--- config.mk ---
export PLATFORM = sky130hd
export DESIGN_NAME = dvp_capture
export DESIGN_NICKNAME = d
export VERILOG_FILES = /design/src/rtl/dvp_capture_pkg.sv /design/src/rtl/dvp_capture.sv
export SDC_FILE = /design/constraint.sdc
export NUM_CORES = 1
export LEC_CHECK = 0
export CORE_MARGIN = 2
export CORE_UTILIZATION = 30
export CTS_CLUSTER_DIAMETER = 100
export DETAILED_ROUTE_END_ITERATION = 10
export HOLD_SLACK_MARGIN = 0.06
export PLACE_DENSITY = 0.54
export SLEW_MARGIN = 10
export SYNTH_ARGS = -nofsm -noshare
export SYNTH_HDL_FRONTEND = slang
export SYNTH_SLANG_ARGS = --single-unit
--- constraint.sdc ---
create_clock -name clk -period 2.7 [get_ports clk]
set_clock_uncertainty 0.05 [all_clocks]
set_input_delay 0.27 -clock clk [delete_from_list [all_inputs] [get_ports clk]]
set_output_delay 0.27 -clock clk [all_outputs]
set_load 0.02 [all_outputs]
--- src/rtl/dvp_capture_pkg.sv ---
// Shared video definitions for the DVP capture front end.
// Holds the capture FSM state encoding and the RGB565 pixel width.
// No logic; imported by the capture block.
package dvp_capture_pkg;

    localparam int RGB565_W = 16;

    typedef enum logic [1:0] {
        ST_WAIT = 2'd0,
        ST_SKIP = 2'd1,
        ST_RUN  = 2'd2
    } cap_state_e;

endpackage

--- src/rtl/dvp_capture.sv ---
// DVP camera capture: pairs RGB565 bytes into pixels, skips settle frames, checks frame geometry.
// Latency: pixel strobe and vsync appear 2 clk cycles after the low byte / vsync is at the pins.
// Backpressure: none; the camera cannot be stalled, so every accepted pixel is forwarded immediately.
module dvp_capture
    import dvp_capture_pkg::*;
#(
    parameter int FRAME_SKIP = 10,
    parameter int H_ACTIVE   = 1280,
    parameter int V_ACTIVE   = 720,
    parameter int VS_POL     = 1
) (
    input  logic                clk,
    input  logic                rst_n,
    input  logic                cam_vsync,
    input  logic                cam_href,
    input  logic [7:0]          cam_data,
    output logic                vin_vs,
    output logic                vin_de,
    output logic [RGB565_W-1:0] vin_data,
    output logic                frame_done,
    output logic                size_err
);

    localparam logic        VS_LVL = (VS_POL != 0);
    localparam logic [15:0] SKIP_N = 16'(FRAME_SKIP);
    localparam logic [11:0] H_EXP  = 12'(H_ACTIVE);
    localparam logic [10:0] V_EXP  = 11'(V_ACTIVE);
    localparam logic [11:0] PIX_MAX  = 12'hFFF;
    localparam logic [10:0] LINE_MAX = 11'h7FF;

    cap_state_e state_q, state_d;
    logic [15:0] skip_cnt_q, skip_cnt_d;

    // input stage s1
    logic        vs1_q, vs1_d;
    logic        href1_q, href1_d;
    logic [7:0]  data1_q, data1_d;

    // edge detector history
    logic        vs_n_prev_q, vs_n_prev_d;
    logic        href_act_prev_q, href_act_prev_d;

    // byte pairing
    logic        phase_q, phase_d;
    logic [7:0]  hi_q, hi_d;

    // geometry tracking
    logic [11:0] pix_cnt_q, pix_cnt_d;
    logic [10:0] line_cnt_q, line_cnt_d;
    logic        mism_q, mism_d;
    logic        odd_q, odd_d;

    // outputs
    logic                vin_vs_q, vin_vs_d;
    logic                vin_de_q, vin_de_d;
    logic [RGB565_W-1:0] vin_data_q, vin_data_d;
    logic                frame_done_q, frame_done_d;
    logic                size_err_q, size_err_d;

    // decoded s1 events
    logic vs_n;
    logic frame_start;
    logic frame_end;
    logic href_act;
    logic line_end;
    logic pix_done;

    // Event decode: vs_n is 1 during blanking regardless of camera polarity.
    always_comb begin
        vs_n        = (vs1_q == VS_LVL);
        frame_start = vs_n_prev_q & ~vs_n;
        frame_end   = ~vs_n_prev_q & vs_n;
        // bytes seen during blanking are not part of any line
        href_act    = href1_q & ~vs_n;
        line_end    = href_act_prev_q & ~href1_q & ~vs_n;
        pix_done    = href_act & phase_q;
    end

    // Capture FSM: wait for a frame start, discard FRAME_SKIP frames, then forward forever.
    always_comb begin
        state_d    = state_q;
        skip_cnt_d = skip_cnt_q;
        case (state_q)
            ST_WAIT: begin
                if (frame_start) begin
                    skip_cnt_d = 16'd0;
                    state_d    = (FRAME_SKIP == 0) ? ST_RUN : ST_SKIP;
                end
            end
            ST_SKIP: begin
                if (frame_start) begin
                    skip_cnt_d = skip_cnt_q + 16'd1;
                    if (skip_cnt_q + 16'd1 == SKIP_N) begin
                        state_d = ST_RUN;
                    end
                end
            end
            ST_RUN:  state_d = ST_RUN;
            default: state_d = ST_WAIT;
        endcase
    end

    // Datapath: byte pairing, pixel/line counters and frame-end geometry verdict.
    always_comb begin
        vs1_d           = cam_vsync;
        href1_d         = cam_href;
        data1_d         = cam_data;
        vs_n_prev_d     = vs_n;
        href_act_prev_d = href_act;

        phase_d = href_act ? ~phase_q : 1'b0;
        hi_d    = (href_act && !phase_q) ? data1_q : hi_q;

        vin_vs_d   = vs_n;
        vin_de_d   = pix_done && (state_q == ST_RUN);
        vin_data_d = vin_de_d ? {hi_q, data1_q} : vin_data_q;

        pix_cnt_d  = pix_cnt_q;
        line_cnt_d = line_cnt_q;
        mism_d     = mism_q;
        odd_d      = odd_q;

        if (pix_done && pix_cnt_q != PIX_MAX) begin
            pix_cnt_d = pix_cnt_q + 12'd1;
        end
        if (line_end) begin
            // an odd byte count leaves phase set; the dangling high byte is simply never used
            mism_d    = mism_q | (pix_cnt_q != H_EXP);
            odd_d     = odd_q | phase_q;
            pix_cnt_d = 12'd0;
            if (line_cnt_q != LINE_MAX) begin
                line_cnt_d = line_cnt_q + 11'd1;
            end
        end
        // frame start wins over a coincident line end
        if (frame_start) begin
            pix_cnt_d  = 12'd0;
            line_cnt_d = 11'd0;
            mism_d     = 1'b0;
            odd_d      = 1'b0;
        end

        frame_done_d = frame_end && (state_q == ST_RUN);
        size_err_d   = size_err_q;
        if (frame_done_d) begin
            size_err_d = mism_q | odd_q | (line_cnt_q != V_EXP);
        end
    end

    // State register with synchronous active-low reset.
    always_ff @(posedge clk) begin
        if (!rst_n) begin
            state_q         <= ST_WAIT;
            skip_cnt_q      <= 16'd0;
            // park s1 vsync at the active level so reset release never fakes a frame start
            vs1_q           <= ~VS_LVL;
            href1_q         <= 1'b0;
            data1_q         <= 8'd0;
            vs_n_prev_q     <= 1'b0;
            href_act_prev_q <= 1'b0;
            phase_q         <= 1'b0;
            hi_q            <= 8'd0;
            pix_cnt_q       <= 12'd0;
            line_cnt_q      <= 11'd0;
            mism_q          <= 1'b0;
            odd_q           <= 1'b0;
            vin_vs_q        <= 1'b0;
            vin_de_q        <= 1'b0;
            vin_data_q      <= '0;
            frame_done_q    <= 1'b0;
            size_err_q      <= 1'b0;
        end else begin
            state_q         <= state_d;
            skip_cnt_q      <= skip_cnt_d;
            vs1_q           <= vs1_d;
            href1_q         <= href1_d;
            data1_q         <= data1_d;
            vs_n_prev_q     <= vs_n_prev_d;
            href_act_prev_q <= href_act_prev_d;
            phase_q         <= phase_d;
            hi_q            <= hi_d;
            pix_cnt_q       <= pix_cnt_d;
            line_cnt_q      <= line_cnt_d;
            mism_q          <= mism_d;
            odd_q           <= odd_d;
            vin_vs_q        <= vin_vs_d;
            vin_de_q        <= vin_de_d;
            vin_data_q      <= vin_data_d;
            frame_done_q    <= frame_done_d;
            size_err_q      <= size_err_d;
        end
    end

    assign vin_vs     = vin_vs_q;
    assign vin_de     = vin_de_q;
    assign vin_data   = vin_data_q;
    assign frame_done = frame_done_q;
    assign size_err   = size_err_q;

endmodule

==> out/metrics.cfg, run 1 <==
[run_status]
status=finished clean

[timing]
relSlewSlack_pct=57.4
fin_crit_sh_pct=89.5
worst_pin_slew_ps=634
min_period_ps=2420
finalWorstSetupSlack_ps=283
maxSlewViolCount=0
setup_tns_ps=0
rsz0062_at_grt=no
finalSetupViolations=0
fmax_ghz=0.414
hold_violations=0

[critical_path]
r2r_cells=7
end_kind=register
r2r_setup_slack_ps=280
cp.arrival_ps=2630
crit_type=reg2reg
crit_required_ps=2910
timing.rr.start=skip_cnt_q[2]
r2r-end=state_q[0]
crit_fanout=10
start_kind=register
cp-startpoint=skip_cnt_q[2]

[power_and_ir_drop]
intPower_w=0.00204
sequentialPowerShare_pct=48.9
p_per_area_mw_per_mm2=580
power_frac_clock_pct=47.4
p_leak_nw=1.49
ir_drop_mv=0.263
power.net_switching_w=0.000518
switching_share_pct=20.2
pwr-share-comb_pct=3.7

[route]
vias=3019
drc=0
via_per_inst=4.87
drtAntennaViolNets=0
firstDrtPassIters=4
routedWlPerCell_um=12.7
drt_iter0_markers=162
drt-total-wl_mm=7.85

[layout]
syn2layout_area_growth_pct=19.9
fin_nets=490
fillers=1246
drive_above_1_share_pct=5.07
register_area_mm2=0.00166
n_antenna_cell=0
multi_input_area_mm2=0.00186

[global_route]
grt_pass1_wl_mm=13.2
grt_usage_pct=12.6
use_met2_pct=20.7
antenna_found_initial=0
globalRoute.busiestLayer=met2
grt_max_degree=41
grt_util_met3_pct=3.48
grt.overflow.total=0
grt_pass1_vias=2766
gr-usage-met1_pct=15.5

[synth]
synthFlopType=dfxtp_1
synth_top_cells_by_count=dfxtp_1 (83), nand2_1 (59), nor2_1 (59), a21oi_1 (36), o21ai_0 (19)
synth_top_cell_area_share_pct=45.1
synth_cells=442
ys_seq_elements=83
ys_warn_count=0
async_reset_ff_share_pct=0
ys_top_cells_by_area=dfxtp_1 (45%), nand2_1 (6.0%), nor2_1 (6.0%)
synth_edf_count=0
yosysUniqueCellTypes=43
seq_area_frac_synth_pct=45.1
synthesis.area_mm2=0.00368
synth_area_leader_cell=dfxtp_1
syn_avg_cell_area_um2=8.33
synth.most_common_cell=dfxtp_1
syn_nets=463

[clocking]
root_buffer=clkbuf_16
cts_buffer_depth=2
cts_made_buffers=9
cts_setup_buffers=0
clkLatencyLatePin_ps=340
htree_levels=3
cts_tree=built
hold_buffers=0
ctsResizeCount=0
cts_sinks=83
clk_pin_slew_ps=60

[floorplanning]
start_util_pct=30.6
fp-row-count=40
die_area_mm2=0.0132
core_mm2=0.0120
pin_count=32
die_width_um=115
die_h_um=115

[placement]
port_buffers=31
post-place-ws_ps=317
dp_hpwl_mm=5.40
place.gp.congestion=0.768

[hold_path]
hold_class=reg2reg
hold_path_end=vin_data[4]
hp-start=data1_q[4]
hold_depth=2

[job]
max_cap_violations=0

==> per-layer routing <==
layer  share of wire, %  vias up
met5                  0        -
met4                1.7        0
met3                2.9        9
met2                 47       34
met1                 48     1404
li1                   -     1572
==> worst max path at each step <==
| stage | depth (start not counted) | end |
|---|---|---|
| 6_report | 7 | state_q[0] |
| 5_1_grt | 8 | state_q[1] |
| 4_1_cts | 7 | state_q[1] |
| 3_5_place_dp | 7 | state_q[1] |
| 3_3_place_gp | 8 | state_q[1] |
| 2_1_floorplan | 8 | state_q[1] |
==> worst max-delay path, stage by stage (launching register included) <==
cell and delay (ps):
dfxtp_1 490, and4_1 360, and3_1 180, o211ai_1 80, or4_4 540, a2111oi_4 380
o2111ai_1 150, o211ai_1 90
==> sequential cells by signal, indices dropped and copies added, names as in the netlist <==
name / flops
vin_data: 16
frame_done: 1
mism_q: 1
href_act_prev_q: 1
phase_q: 1
state_q: 2
pix_cnt_q: 12
hi_q: 8
vin_vs: 1
line_cnt_q: 11
vin_vs_d: 1
vin_de: 1
data1_q: 8
odd_q: 1
skip_cnt_q: 16
size_err: 1
href1_q: 1
==> metrics by stage <==
stage / util (%) / cell area, um2 / instances / hold WS, ps / power (W)
after global routing: 36.7 / 4410 / 620 / 423 / 0.00266
final: 36.7 / 4410 / 620 / 401 / 0.00256
after floorplan: - / 3680 / 442 / 347 / 0.00133
after detailed placement: 34.3 / 4120 / 605 / 393 / 0.00137
after CTS: 36.7 / 4410 / 620 / 403 / 0.00261
after global placement: 34.3 / 4120 / 605 / 390 / 0.00137
==> cells by family (layout without fill, tap and decap cells) <==
kind of cell | count (synthesis) | count (layout) | synth area share [%]
multiplexers | 10 | 10 | 2.72
adder cells (fa/ha/maj) | 9 | 9 | 3.06
buffers and inverters | 35 | 66 | 4.25
AO/OA/AOI/OAI | 76 | 76 | 12.0
XOR/XNOR | 21 | 21 | 5.00
AND/OR/NAND/NOR | 208 | 208 | 27.8
flip-flops | 83 | 83 | 45.1
==> layout make-up <==
type                            count  share of cell area (%)
Clock buffer                       13                    5.90
Clock inverter                      2                   0.794
Inverter                           14                    1.19
Multi-Input combinational cell    324                    42.2
Sequential cell                    83                    37.7
Tap cell                          147                    4.17
Timing Repair Buffer               37                    8.05
==> power by group through the flow <==
stage          logic (W)  clock network [W]  registers, W
6_report       0.0000941            0.00121       0.00125
4_1_cts        0.0000961            0.00126       0.00125
3_5_place_dp   0.0000954                  0       0.00128
3_3_place_gp   0.0000950                  0       0.00128
2_1_floorplan  0.0000566                  0       0.00128
5_1_grt         0.000106            0.00130       0.00125
==> placed cells by master (no fill, tap or decap), types with 2 or more instances in the layout <==
cell             Yosys  routed
and4_1               3       3
clkbuf_16            0       9
clkbuf_8             0       2
nor2b_1              4       4
buf_4                2       6
a21oi_1             36      36
o21ai_1              3       3
clkdlybuf4s50_1      0      31
nor4b_1              3       3
nand2_1             59      59
o21ai_0             19      19
nor2_1              59      59
or3_1                7       7
inv_1               14      14
clkbuf_1            15       2
nor4_1               6       6
a22oi_1              2       2
a311oi_1             3       3
nor3_1               6       6
a31oi_1              6       6
nand4_1             12      12
dfxtp_1             83      83
mux2i_1             10      10
nand3_1             14      14
xor2_1              10      10
and2_1              15      15
o211ai_1             3       3
xnor2_1             11      11
nor3b_1              4       4
nand4b_1             2       2
ha_1                 9       9
and3_1               6       6
Power figures use the tool's default switching activity.
==> run 2: changes to the inputs <==
--- a/config.mk
+++ b/config.mk
@@ -7,7 +7,9 @@
 export LEC_CHECK = 0
 export CORE_MARGIN = 2
 export CORE_UTILIZATION = 30
+export CTS_BUF_LIST = sky130_fd_sc_hd__clkbuf_2 sky130_fd_sc_hd__clkbuf_4 sky130_fd_sc_hd__clkbuf_8
 export CTS_CLUSTER_DIAMETER = 100
+export CTS_CLUSTER_SIZE = 28
 export DETAILED_ROUTE_END_ITERATION = 10
 export HOLD_SLACK_MARGIN = 0.06
 export PLACE_DENSITY = 0.54
==> run 2 against run 1 <==
Effect of this change:
- total power shrank 11%
- global-route usage grew 0.17 points
- die area is the same
- sequential power is essentially flat
- largest power group unchanged
==> out/metrics.cfg, run 2 (same netlist as run 1, synthesis figures left out) <==
[critical_path]
crit_type=reg2reg
crit_chain=and4_1 -> and3_1 -> o211ai_1 -> or4_4 -> a2111oi_4 -> nand4_1 -> o211ai_1
crit_required_ps=2950
timing.rr.start=skip_cnt_q[2]
r2r_setup_slack_ps=250
worst-path-buf-inv=0
cpMostUsedCell=o211ai_1
cp.arrival_ps=2700
cp.depth=7
start_kind=register
slowest_delay_ps=540
cp_top_family=simple AND/OR/NAND/NOR gates
r2r_cells=7
slowest_stage=or4_4
end_kind=register
r2r-end=state_q[1]
crit_fanout=10
cp-startpoint=skip_cnt_q[2]
cp-endpoint=state_q[1]

[placement]
dp_hpwl_mm=5.40
place.gp.congestion=0.768
port_buffers=31

[clocking]
htree_levels=3
cts_tree=built
clk_pin_slew_ps=80
clkLatencyLatePin_ps=370
hold_buffers=0
root_buffer=clkbuf_8
cts_made_buffers=9
cts_buffer_depth=2
cts_sinks=83
ctsResizeCount=0
cts_setup_buffers=0

[route]
via_per_inst=4.90
vias=3038
routedWlPerCell_um=12.8
drc=0
drt_iter0_markers=161
drtAntennaViolNets=0
firstDrtPassIters=4
drt-total-wl_mm=7.92

[global_route]
grt_pass1_wl_mm=13.2
antenna_found_initial=0
grt_pass1_vias=2758
grt.overflow.total=0
grt_usage_pct=12.7
grt_max_degree=41

[timing]
finalSetupViolations=0
fin_crit_sh_pct=90.9
rsz0062_at_grt=no
min_period_ps=2450
maxSlewViolCount=0
setup_tns_ps=0
relSlewSlack_pct=55.3
worst_pin_slew_ps=666
fmax_ghz=0.408
hold_violations=0

[layout]
n_antenna_cell=0
drive_above_1_share_pct=5.50
syn2layout_area_growth_pct=17.3
fin_nets=490
final_cell_mix=dfxtp_1 (83), nand2_1 (59), nor2_1 (59)
post-route-util_pct=35.9
mostFrequentLayoutCell=dfxtp_1

[floorplanning]
start_util_pct=30.6
die_width_um=115
fp-row-count=40
die_area_mm2=0.0132
core_mm2=0.0120
pin_count=32
die_h_um=115

[power_and_ir_drop]
ir_drop_mv=0.198
p_leak_nw=1.45
p_per_area_mw_per_mm2=525

[job]
max_cap_violations=0

[run_status]
status=finished clean

[hold_path]
hold_class=reg2reg

[run 2: changes by cell type in the layout (fill, tap and decap cells not counted)]
cell	previous run	this run
clkbuf_4	0	2
clkbuf_16	9	0
clkbuf_8	2	11
clkbuf_1	2	0
[run 2: how the worst min path moves through the flow]
stage                 from      endpoint  slack [ps]  cells after the start
6_report           hi_q[6]  vin_data[14]         400                      2
5_1_grt         data1_q[3]   vin_data[3]         430                      2
4_1_cts            hi_q[6]  vin_data[14]         400                      2
3_5_place_dp       hi_q[6]  vin_data[14]         390                      2
3_3_place_gp       hi_q[6]  vin_data[14]         390                      2
2_1_floorplan  cam_data[0]    data1_q[0]         350                      1
[run 2: routing by layer]
layer	vias to the layer above	share of wire, %	wire length (um)	global-route usage, %
li1	1572	-	-	-
met1	1411	48	3800	15.7
met2	38	47	3720	20.6
met3	17	3.4	270	4.74
met4	0	1.6	129	4.50
met5	-	0	0	0
[run 2: metrics by stage]
step                hold WS [ps]  instances  instance area (um2)  setup WS [ps]  power (W)
detailed placement           393        605                 4120            317    0.00137
global placement             390        605                 4120            353    0.00137
floorplan                    347        442                 3680            401    0.00133
CTS                          400        620                 4320            292    0.00230
global route                 426        620                 4320           82.7    0.00236
finish                       399        620                 4320            246    0.00227
[run 2: power breakdown]
part	leakage (nW)	total (W)	switching, W	internal (W)
combinational	0.674	0.0000946	0.0000545	0.0000401
clock	0.106	0.000922	0.000429	0.000493
sequential	0.672	0.00125	0.0000100	0.00124
total	1.45	0.00227	0.000494	0.00177
[run 2: cell type report]
class,instances,area [um2]
clock buffers,13,166
clock inverters,2,35.0
fillers,1257,7690
inverters,14,52.6
multi-input cells,324,1860
flip-flops and latches,83,1660
well taps,147,184
repair buffers,37,355
[run 2: tightest hold or removal path, cell delays in order (launching register included)]
cell and delay, ps:
dfxtp_1 310, nand2_1 50, a21oi_1 50
